### config.mk
export PLATFORM = sky130hd
export DESIGN_NAME = frame_difference_mask_flat
export DESIGN_NICKNAME = d
export VERILOG_FILES = /design/src/rtl/frame_difference_mask_pkg.sv /design/src/rtl/frame_difference_mask_if.sv /design/src/rtl/frame_difference_mask_abs_diff.sv /design/src/rtl/frame_difference_mask.sv /design/src/flat_wrapper.sv
export SDC_FILE = /design/constraint.sdc
export NUM_CORES = 1
export LEC_CHECK = 0
export BUFFER_PORTS_ARGS = -buffer_cell sky130_fd_sc_hd__buf_2
export CORE_AREA = 2 2 89 125
export DETAILED_ROUTE_END_ITERATION = 12
export DIE_AREA = 0 0 91 127
export HOLD_SLACK_MARGIN = 0.08
export PLACE_DENSITY = 0.91
export SETUP_SLACK_MARGIN = 0.2
export SLEW_MARGIN = 20
export SYNTH_ARGS = -nofsm -noshare
export SYNTH_HDL_FRONTEND = slang
export SYNTH_SLANG_ARGS = --single-unit
### constraint.sdc
create_clock -name clk -period 6.4 [get_ports clk]
set_input_delay 0 -clock clk [delete_from_list [all_inputs] [get_ports clk]]
set_output_delay 0 -clock clk [all_outputs]
set_load 0.02 [all_outputs]
### src/rtl/frame_difference_mask_pkg.sv
// Shared constants, state encoding and helpers for the frame-difference
// foreground detector.
package frame_difference_pkg;

  localparam int PIX_W   = 8;
  localparam int RGB_W   = 24;
  localparam int SUM_W   = 10;
  localparam int LATENCY = 3;
  localparam logic [SUM_W-1:0] THR_RESET = 10'h3FF;

  typedef enum logic [0:0] {
    WAIT_SYNC = 1'b0,
    RUN       = 1'b1
  } fd_state_e;

  typedef struct packed {
    logic de;
    logic hsync;
    logic vsync;
  } sync_t;

  // Zero-extended three-way add; 3 x 255 = 765 always fits in SUM_W bits.
  function automatic logic [SUM_W-1:0] sum3(input logic [PIX_W-1:0] a,
                                            input logic [PIX_W-1:0] b,
                                            input logic [PIX_W-1:0] c);
    return {2'b00, a} + {2'b00, b} + {2'b00, c};
  endfunction

endpackage

### src/rtl/frame_difference_mask_if.sv
// Pixel-stream bundle of the frame-difference detector: input video and
// threshold, realigned output video, mask and frame statistics.
interface frame_difference_mask_if
  import frame_difference_pkg::*;
#(
  parameter int COUNT_W = 22
) ();

  logic               in_de;
  logic               in_hsync;
  logic               in_vsync;
  logic [RGB_W-1:0]   frame_rgb;
  logic [RGB_W-1:0]   background_rgb;
  logic [SUM_W-1:0]   threshold;

  logic               out_de;
  logic               out_hsync;
  logic               out_vsync;
  logic               out_mask;
  logic [COUNT_W-1:0] fg_count;
  logic               fg_count_valid;

  modport master (
    output in_de, in_hsync, in_vsync, frame_rgb, background_rgb, threshold,
    input  out_de, out_hsync, out_vsync, out_mask, fg_count, fg_count_valid
  );

  modport slave (
    input  in_de, in_hsync, in_vsync, frame_rgb, background_rgb, threshold,
    output out_de, out_hsync, out_vsync, out_mask, fg_count, fg_count_valid
  );

endinterface

### src/rtl/frame_difference_mask_abs_diff.sv
// Registered unsigned 8-bit absolute difference, one cycle of latency.
module abs_diff_u8
  import frame_difference_pkg::*;
(
  input  logic             clk,
  input  logic             rst_n,
  input  logic [PIX_W-1:0] a,
  input  logic [PIX_W-1:0] b,
  output logic [PIX_W-1:0] diff_r
);

  logic [PIX_W-1:0] diff_s;

  // Subtract the smaller operand from the larger so no sign bit is needed.
  always_comb begin
    diff_s = '0;
    if (a >= b) begin
      diff_s = a - b;
    end else begin
      diff_s = b - a;
    end
  end

  // Result register.
  always_ff @(posedge clk or negedge rst_n) begin
    if (!rst_n) begin
      diff_r <= '0;
    end else begin
      diff_r <= diff_s;
    end
  end

endmodule

### src/rtl/frame_difference_mask.sv
// Streaming foreground detector: SAD of current vs background pixel against a
// per-frame threshold, with sync realignment and per-frame foreground counts.
module frame_difference_mask
  import frame_difference_pkg::*;
#(
  parameter int COUNT_W = 22
) (
  input logic                    clk,
  input logic                    rst_n,
  frame_difference_mask_if.slave bus
);

  localparam int SYNC_STAGES = LATENCY - 1;
  localparam logic [COUNT_W-1:0] CNT_MAX = {COUNT_W{1'b1}};
  localparam logic [COUNT_W-1:0] CNT_ONE = {{(COUNT_W-1){1'b0}}, 1'b1};

  logic [PIX_W-1:0]   diff_r [3];
  logic [SUM_W-1:0]   sum_r;
  sync_t              sync_r [SYNC_STAGES];
  logic               vsync_in_prev_r;
  logic [SUM_W-1:0]   thr_q_r;
  fd_state_e          state_r;
  fd_state_e          state_next_s;
  logic [COUNT_W-1:0] cnt_r;
  logic [COUNT_W-1:0] cnt_next_s;
  logic [COUNT_W-1:0] fg_count_next_s;
  logic               valid_next_s;
  logic               mask_next_s;
  logic               vs_rise_s;

  for (genvar ch = 0; ch < 3; ch++) begin : g_chan
    abs_diff_u8 u_abs (
      .clk    (clk),
      .rst_n  (rst_n),
      .a      (bus.frame_rgb[ch*PIX_W +: PIX_W]),
      .b      (bus.background_rgb[ch*PIX_W +: PIX_W]),
      .diff_r (diff_r[ch])
    );
  end

  // Channel sum and the sync delay line that keeps de/hsync/vsync aligned.
  always_ff @(posedge clk or negedge rst_n) begin
    if (!rst_n) begin
      sum_r <= '0;
      for (int i = 0; i < SYNC_STAGES; i++) begin
        sync_r[i] <= '0;
      end
    end else begin
      sum_r           <= sum3(diff_r[2], diff_r[1], diff_r[0]);
      sync_r[0].de    <= bus.in_de;
      sync_r[0].hsync <= bus.in_hsync;
      sync_r[0].vsync <= bus.in_vsync;
      for (int i = 1; i < SYNC_STAGES; i++) begin
        sync_r[i] <= sync_r[i-1];
      end
    end
  end

  // The threshold only changes on an input vsync rising edge, so a frame in
  // flight always sees one value.
  always_ff @(posedge clk or negedge rst_n) begin
    if (!rst_n) begin
      vsync_in_prev_r <= 1'b0;
      thr_q_r         <= THR_RESET;
    end else begin
      vsync_in_prev_r <= bus.in_vsync;
      if (bus.in_vsync && !vsync_in_prev_r) begin
        thr_q_r <= bus.threshold;
      end
    end
  end

  assign mask_next_s = sync_r[SYNC_STAGES-1].de && (sum_r > thr_q_r);
  assign vs_rise_s   = sync_r[SYNC_STAGES-1].vsync && !bus.out_vsync;

  // Output stage register.
  always_ff @(posedge clk or negedge rst_n) begin
    if (!rst_n) begin
      bus.out_de    <= 1'b0;
      bus.out_hsync <= 1'b0;
      bus.out_vsync <= 1'b0;
      bus.out_mask  <= 1'b0;
    end else begin
      bus.out_de    <= sync_r[SYNC_STAGES-1].de;
      bus.out_hsync <= sync_r[SYNC_STAGES-1].hsync;
      bus.out_vsync <= sync_r[SYNC_STAGES-1].vsync;
      bus.out_mask  <= mask_next_s;
    end
  end

  // Counting on the mask as it enters the output register means the pixel
  // that lands in the report cycle starts the next frame's count.
  always_comb begin
    state_next_s    = state_r;
    cnt_next_s      = cnt_r;
    fg_count_next_s = bus.fg_count;
    valid_next_s    = 1'b0;
    case (state_r)
      WAIT_SYNC: begin
        if (vs_rise_s) begin
          state_next_s = RUN;
          cnt_next_s   = '0;
        end else begin
          cnt_next_s   = cnt_r;
        end
      end
      RUN: begin
        if (vs_rise_s) begin
          fg_count_next_s = cnt_r;
          valid_next_s    = 1'b1;
          cnt_next_s      = mask_next_s ? CNT_ONE : '0;
        end else if (mask_next_s && (cnt_r != CNT_MAX)) begin
          cnt_next_s = cnt_r + CNT_ONE;
        end else begin
          cnt_next_s = cnt_r;
        end
      end
      default: begin
        state_next_s = WAIT_SYNC;
        cnt_next_s   = '0;
      end
    endcase
  end

  // FSM, counter and report registers.
  always_ff @(posedge clk or negedge rst_n) begin
    if (!rst_n) begin
      state_r            <= WAIT_SYNC;
      cnt_r              <= '0;
      bus.fg_count       <= '0;
      bus.fg_count_valid <= 1'b0;
    end else begin
      state_r            <= state_next_s;
      cnt_r              <= cnt_next_s;
      bus.fg_count       <= fg_count_next_s;
      bus.fg_count_valid <= valid_next_s;
    end
  end

endmodule

### src/flat_wrapper.sv
// flat-port wrapper written by rule: the top's interface ports become plain ports
module frame_difference_mask_flat import frame_difference_pkg::*;
#(
  parameter int COUNT_W = 22
)
  (clk, rst_n, bus_in_de, bus_in_hsync, bus_in_vsync, bus_frame_rgb, bus_background_rgb, bus_threshold, bus_out_de, bus_out_hsync, bus_out_vsync, bus_out_mask, bus_fg_count, bus_fg_count_valid);
  frame_difference_mask_if #(.COUNT_W(COUNT_W)) bus_i ();
  input logic clk;
  input logic rst_n;
  input wire logic [$bits(bus_i.in_de)-1:0] bus_in_de;
  input wire logic [$bits(bus_i.in_hsync)-1:0] bus_in_hsync;
  input wire logic [$bits(bus_i.in_vsync)-1:0] bus_in_vsync;
  input wire logic [$bits(bus_i.frame_rgb)-1:0] bus_frame_rgb;
  input wire logic [$bits(bus_i.background_rgb)-1:0] bus_background_rgb;
  input wire logic [$bits(bus_i.threshold)-1:0] bus_threshold;
  output wire logic [$bits(bus_i.out_de)-1:0] bus_out_de;
  output wire logic [$bits(bus_i.out_hsync)-1:0] bus_out_hsync;
  output wire logic [$bits(bus_i.out_vsync)-1:0] bus_out_vsync;
  output wire logic [$bits(bus_i.out_mask)-1:0] bus_out_mask;
  output wire logic [$bits(bus_i.fg_count)-1:0] bus_fg_count;
  output wire logic [$bits(bus_i.fg_count_valid)-1:0] bus_fg_count_valid;
  assign bus_i.in_de = bus_in_de;
  assign bus_i.in_hsync = bus_in_hsync;
  assign bus_i.in_vsync = bus_in_vsync;
  assign bus_i.frame_rgb = bus_frame_rgb;
  assign bus_i.background_rgb = bus_background_rgb;
  assign bus_i.threshold = bus_threshold;
  assign bus_out_de = bus_i.out_de;
  assign bus_out_hsync = bus_i.out_hsync;
  assign bus_out_vsync = bus_i.out_vsync;
  assign bus_out_mask = bus_i.out_mask;
  assign bus_fg_count = bus_i.fg_count;
  assign bus_fg_count_valid = bus_i.fg_count_valid;
  frame_difference_mask #(.COUNT_W(COUNT_W)) u_core (.clk(clk), .rst_n(rst_n), .bus(bus_i));
endmodule
==> flow_metrics.py <==
metrics = {
    "synthesis": {
        "synthTopCellsByArea": "dfrtp_1, ha_1, inv_1, dfstp_2, mux2_2",
        "avgSynthCellArea_um2": 9.85,
        "async_flop_share": 1.00,
        "synth_top_area_share": 0.349,
        "synth_compound_area_frac": 0.132,
        "synth_top_flop_cell": "dfrtp_1",
        "synth_top_cell_by_area": "dfrtp_1",
        "syn_nets": 799,
        "synthXorXnorAreaFrac": 0.0502,
        "synth_top_family_by_area": "adder cells",
        "synth_cell_types": 53,
        "yosysWarnings": 0,
        "synthesis.area_um2": 6450,
        "synth_commonest_cells": "dfrtp_1, inv_1, ha_1",
        "seq_area_frac_synth": 0.390,
        "synth.mux.area_fraction": 0.0711,
        "synth.most_common_cell": "dfrtp_1",
        "synth_fa_ha_area_frac": 0.166,
        "synth_seq_cells": 100,
        "yosys.area_share.simple": 0.136,
        "syn-instance-count": 655,
        "synth_edf_count": 0,
    },
    "cts": {
        "cts_max_level": 3,
        "cts_hold_buf": 30,
        "post_cts_buffers": 0,
        "clock_path_buffers": 2,
        "cts_resized": 0,
        "cts_tree": "built",
        "cts-buffers-inserted": 9,
        "cts_sinks": 100,
        "clkSlewWorstSetupHoldPaths_ps": 60,
        "clockRootBuffer": "clkbuf_16",
        "clock_latency_ps": 340,
    },
    "critical_path": {
        "critPathSlowestCell": "fa_1",
        "critical_path_class": "reg2reg",
        "cp_common_cell": "o21ai_0",
        "path_cells": "ha_1 > inv_1 > fa_1 > nor2b_1 > o21ai_0 > a21boi_0 > o21ai_0 > nor2b_1 > xnor2_1 > ha_1 > or3_1 > o21ai_0 > a21oi_1 > xnor2_1",
        "cp.required_ps": 6630,
        "cp_max_fo": 2,
        "cpPeakStageDelay_ps": 430,
        "cp-start-kind": "flip-flop",
        "end_kind": "flip-flop",
        "arrival_ps": 3350,
    },
    "route": {
        "vias": 5217,
        "drc_errors": 0,
        "drtAntennaViolNets": 0,
        "drtPass1Iterations": 5,
        "totalWireLength_um": 13900,
        "dr.first_iter.drc_count": 198,
        "via_per_inst": 5.71,
        "wl_per_cell_um": 15.2,
    },
    "grt": {
        "grt_pass1_wl_um": 23800,
        "met2_usage": 0.479,
        "grt_pass1_vias": 5490,
        "grt_usage": 0.252,
        "grt_max_degree": 66,
        "busiest_layer": "met2",
        "use_met3": 0.0483,
        "antenna_found_initial": 0,
        "grt_use_met1": 0.261,
        "globalRouteOverflowTotal": 0,
    },
    "timing": {
        "skew_ps": 6.33,
        "final_hold_viol_count": 0,
        "rsz0062_at_grt": "false",
        "post-route-min-period_ps": 3120,
        "slew_violations": 0,
        "fin_crit_sh": 0.488,
        "relSlewSlack": 0.304,
        "worstMarginPinSlew_ps": 1040,
        "setup_viol": 0,
        "fin_setup_tns_ps": 0,
        "timing.fmax_ghz": 0.320,
    },
    "floorplanning": {
        "die_h_um": 127,
        "ios": 90,
        "core-area_um2": 10300,
        "die-area_um2": 11600,
        "die_w_um": 91,
        "initial_core_util": 0.624,
        "rows": 44,
    },
    "placed_design": {
        "routabilityCongestion": 0.906,
        "io_buffers": 89,
        "dp_hpwl_um": 10400,
    },
    "cells_and_area": {
        "finish.utilization": 0.739,
        "nets": 917,
        "diodes": 0,
        "synthToLayoutAreaGrowth_pct": 18.5,
        "layout-drive-gt1-share": 0.197,
    },
    "pwr": {
        "p_leak_nw": 3.94,
        "peakVddDrop_uv": 181,
        "powerDensity_nw_per_um2": 307,
    },
    "run": {
        "maxCapViolCount": 0,
    },
    "hold_path": {
        "hold_class": "in2reg",
    },
    "status": {
        "status": "completed",
    },
}
-- placed cells by master (no fill, tap or decap), types with 9 or more instances in the layout --
| cell | instances |
|---|---|
| xnor2_1 | 26 |
| o21ai_0 | 44 |
| inv_1 | 74 |
| mux2_2 | 23 |
| nor2_1 | 29 |
| dlygate4sd3_1 | 30 |
| ha_1 | 73 |
| nand2b_1 | 9 |
| nand3_1 | 12 |
| nand2_1 | 50 |
| clkbuf_16 | 9 |
| a21oi_1 | 34 |
| dfstp_2 | 10 |
| xor2_1 | 11 |
| mux2i_1 | 20 |
| dfrtp_1 | 90 |
| nor2b_1 | 14 |
| a21o_1 | 15 |
| nor3_1 | 14 |
| buf_2 | 88 |
-- critical path: cells and delay by family, from the launching register on --
family / cells / cell delay [ps]
simple gates: 3 / 710
xor+xnor: 2 / 340
buf+inv: 1 / 50
compound gates: 5 / 670
fa+ha+maj: 3 / 900
flops: 1 / 340
-- worst paths after layout --
path / startpoint / endpoint / slack, ps / cells after the start
max reg2reg: u_core.g_chan[1].u_abs.diff_r[0] / u_core.sum_r[8] / 3280 / 14
min: bus_background_rgb[8] / u_core.g_chan[1].u_abs.diff_r[0] / 90 / 4
max: u_core.g_chan[1].u_abs.diff_r[0] / u_core.sum_r[8] / 3280 / 14
max in group asynchronous: rst_n / u_core.bus.fg_count[12] / 5120 / 3
min in group asynchronous: rst_n / u_core.sum_r[3] / 160 / 2
min reg2reg: u_core.sync_r[4] / u_core.sync_r[1] / 350 / 0
-- report_power, final --
group | internal [mW] | total (mW) | switching, mW
combinational | 0.447 | 0.998 | 0.551
sequential | 0.743 | 0.786 | 0.0430
clock | 0.349 | 0.560 | 0.211
total | 1.54 | 2.34 | 0.805
-- per-stage QoR --
stage	power (mW)	setup WS (ps)	area, um^2	instances	hold slack (ps)
2_1_floorplan	1.51	3690	6450	655	-296
3_3_place_gp	1.68	3590	7030	870	-37.0
3_5_place_dp	1.76	3420	7030	870	-30.0
4_1_cts	2.34	3340	7640	914	86.5
5_1_grt	2.50	2910	7650	914	98.5
6_report	2.34	3280	7650	914	89.6
-- per-layer routing --
metal,up-vias,routed length [um]
li1,2497,-
met1,2508,5210
met2,159,7600
met3,53,588
met4,0,512
met5,-,0
-- final cells by class --
cell class	count	area, um^2
fill	752	2700
clock inverter	2	60.1
timing repair buffer	123	778
inverter	74	278
multi-input combinational	465	3600
tap	138	173
clock buffer	12	246
sequential	100	2510
-- sequential cells by signal, summed over array words and instances (netlist names) --
signal                      count
u_core.g_chan.u_abs.diff_r     24
u_core.bus.out_hsync            1
u_core.bus.fg_count_valid       1
u_core.bus.out_mask             1
u_core.thr_q_r                 10
u_core.bus.out_de               1
u_core.sync_r                   6
u_core.state_r                  1
u_core.cnt_r                   22
u_core.sum_r                   10
u_core.bus.out_vsync            1
u_core.bus.fg_count            22
-- cells by family after synthesis --
kind of cell | Yosys count
multiplexers | 43
buffers and inverters | 90
flip-flops | 100
AO/OA/AOI/OAI | 131
adder cells (fa/ha/maj) | 81
XOR/XNOR | 37
AND/OR/NAND/NOR | 173
(Power assumes the default switching activity.)
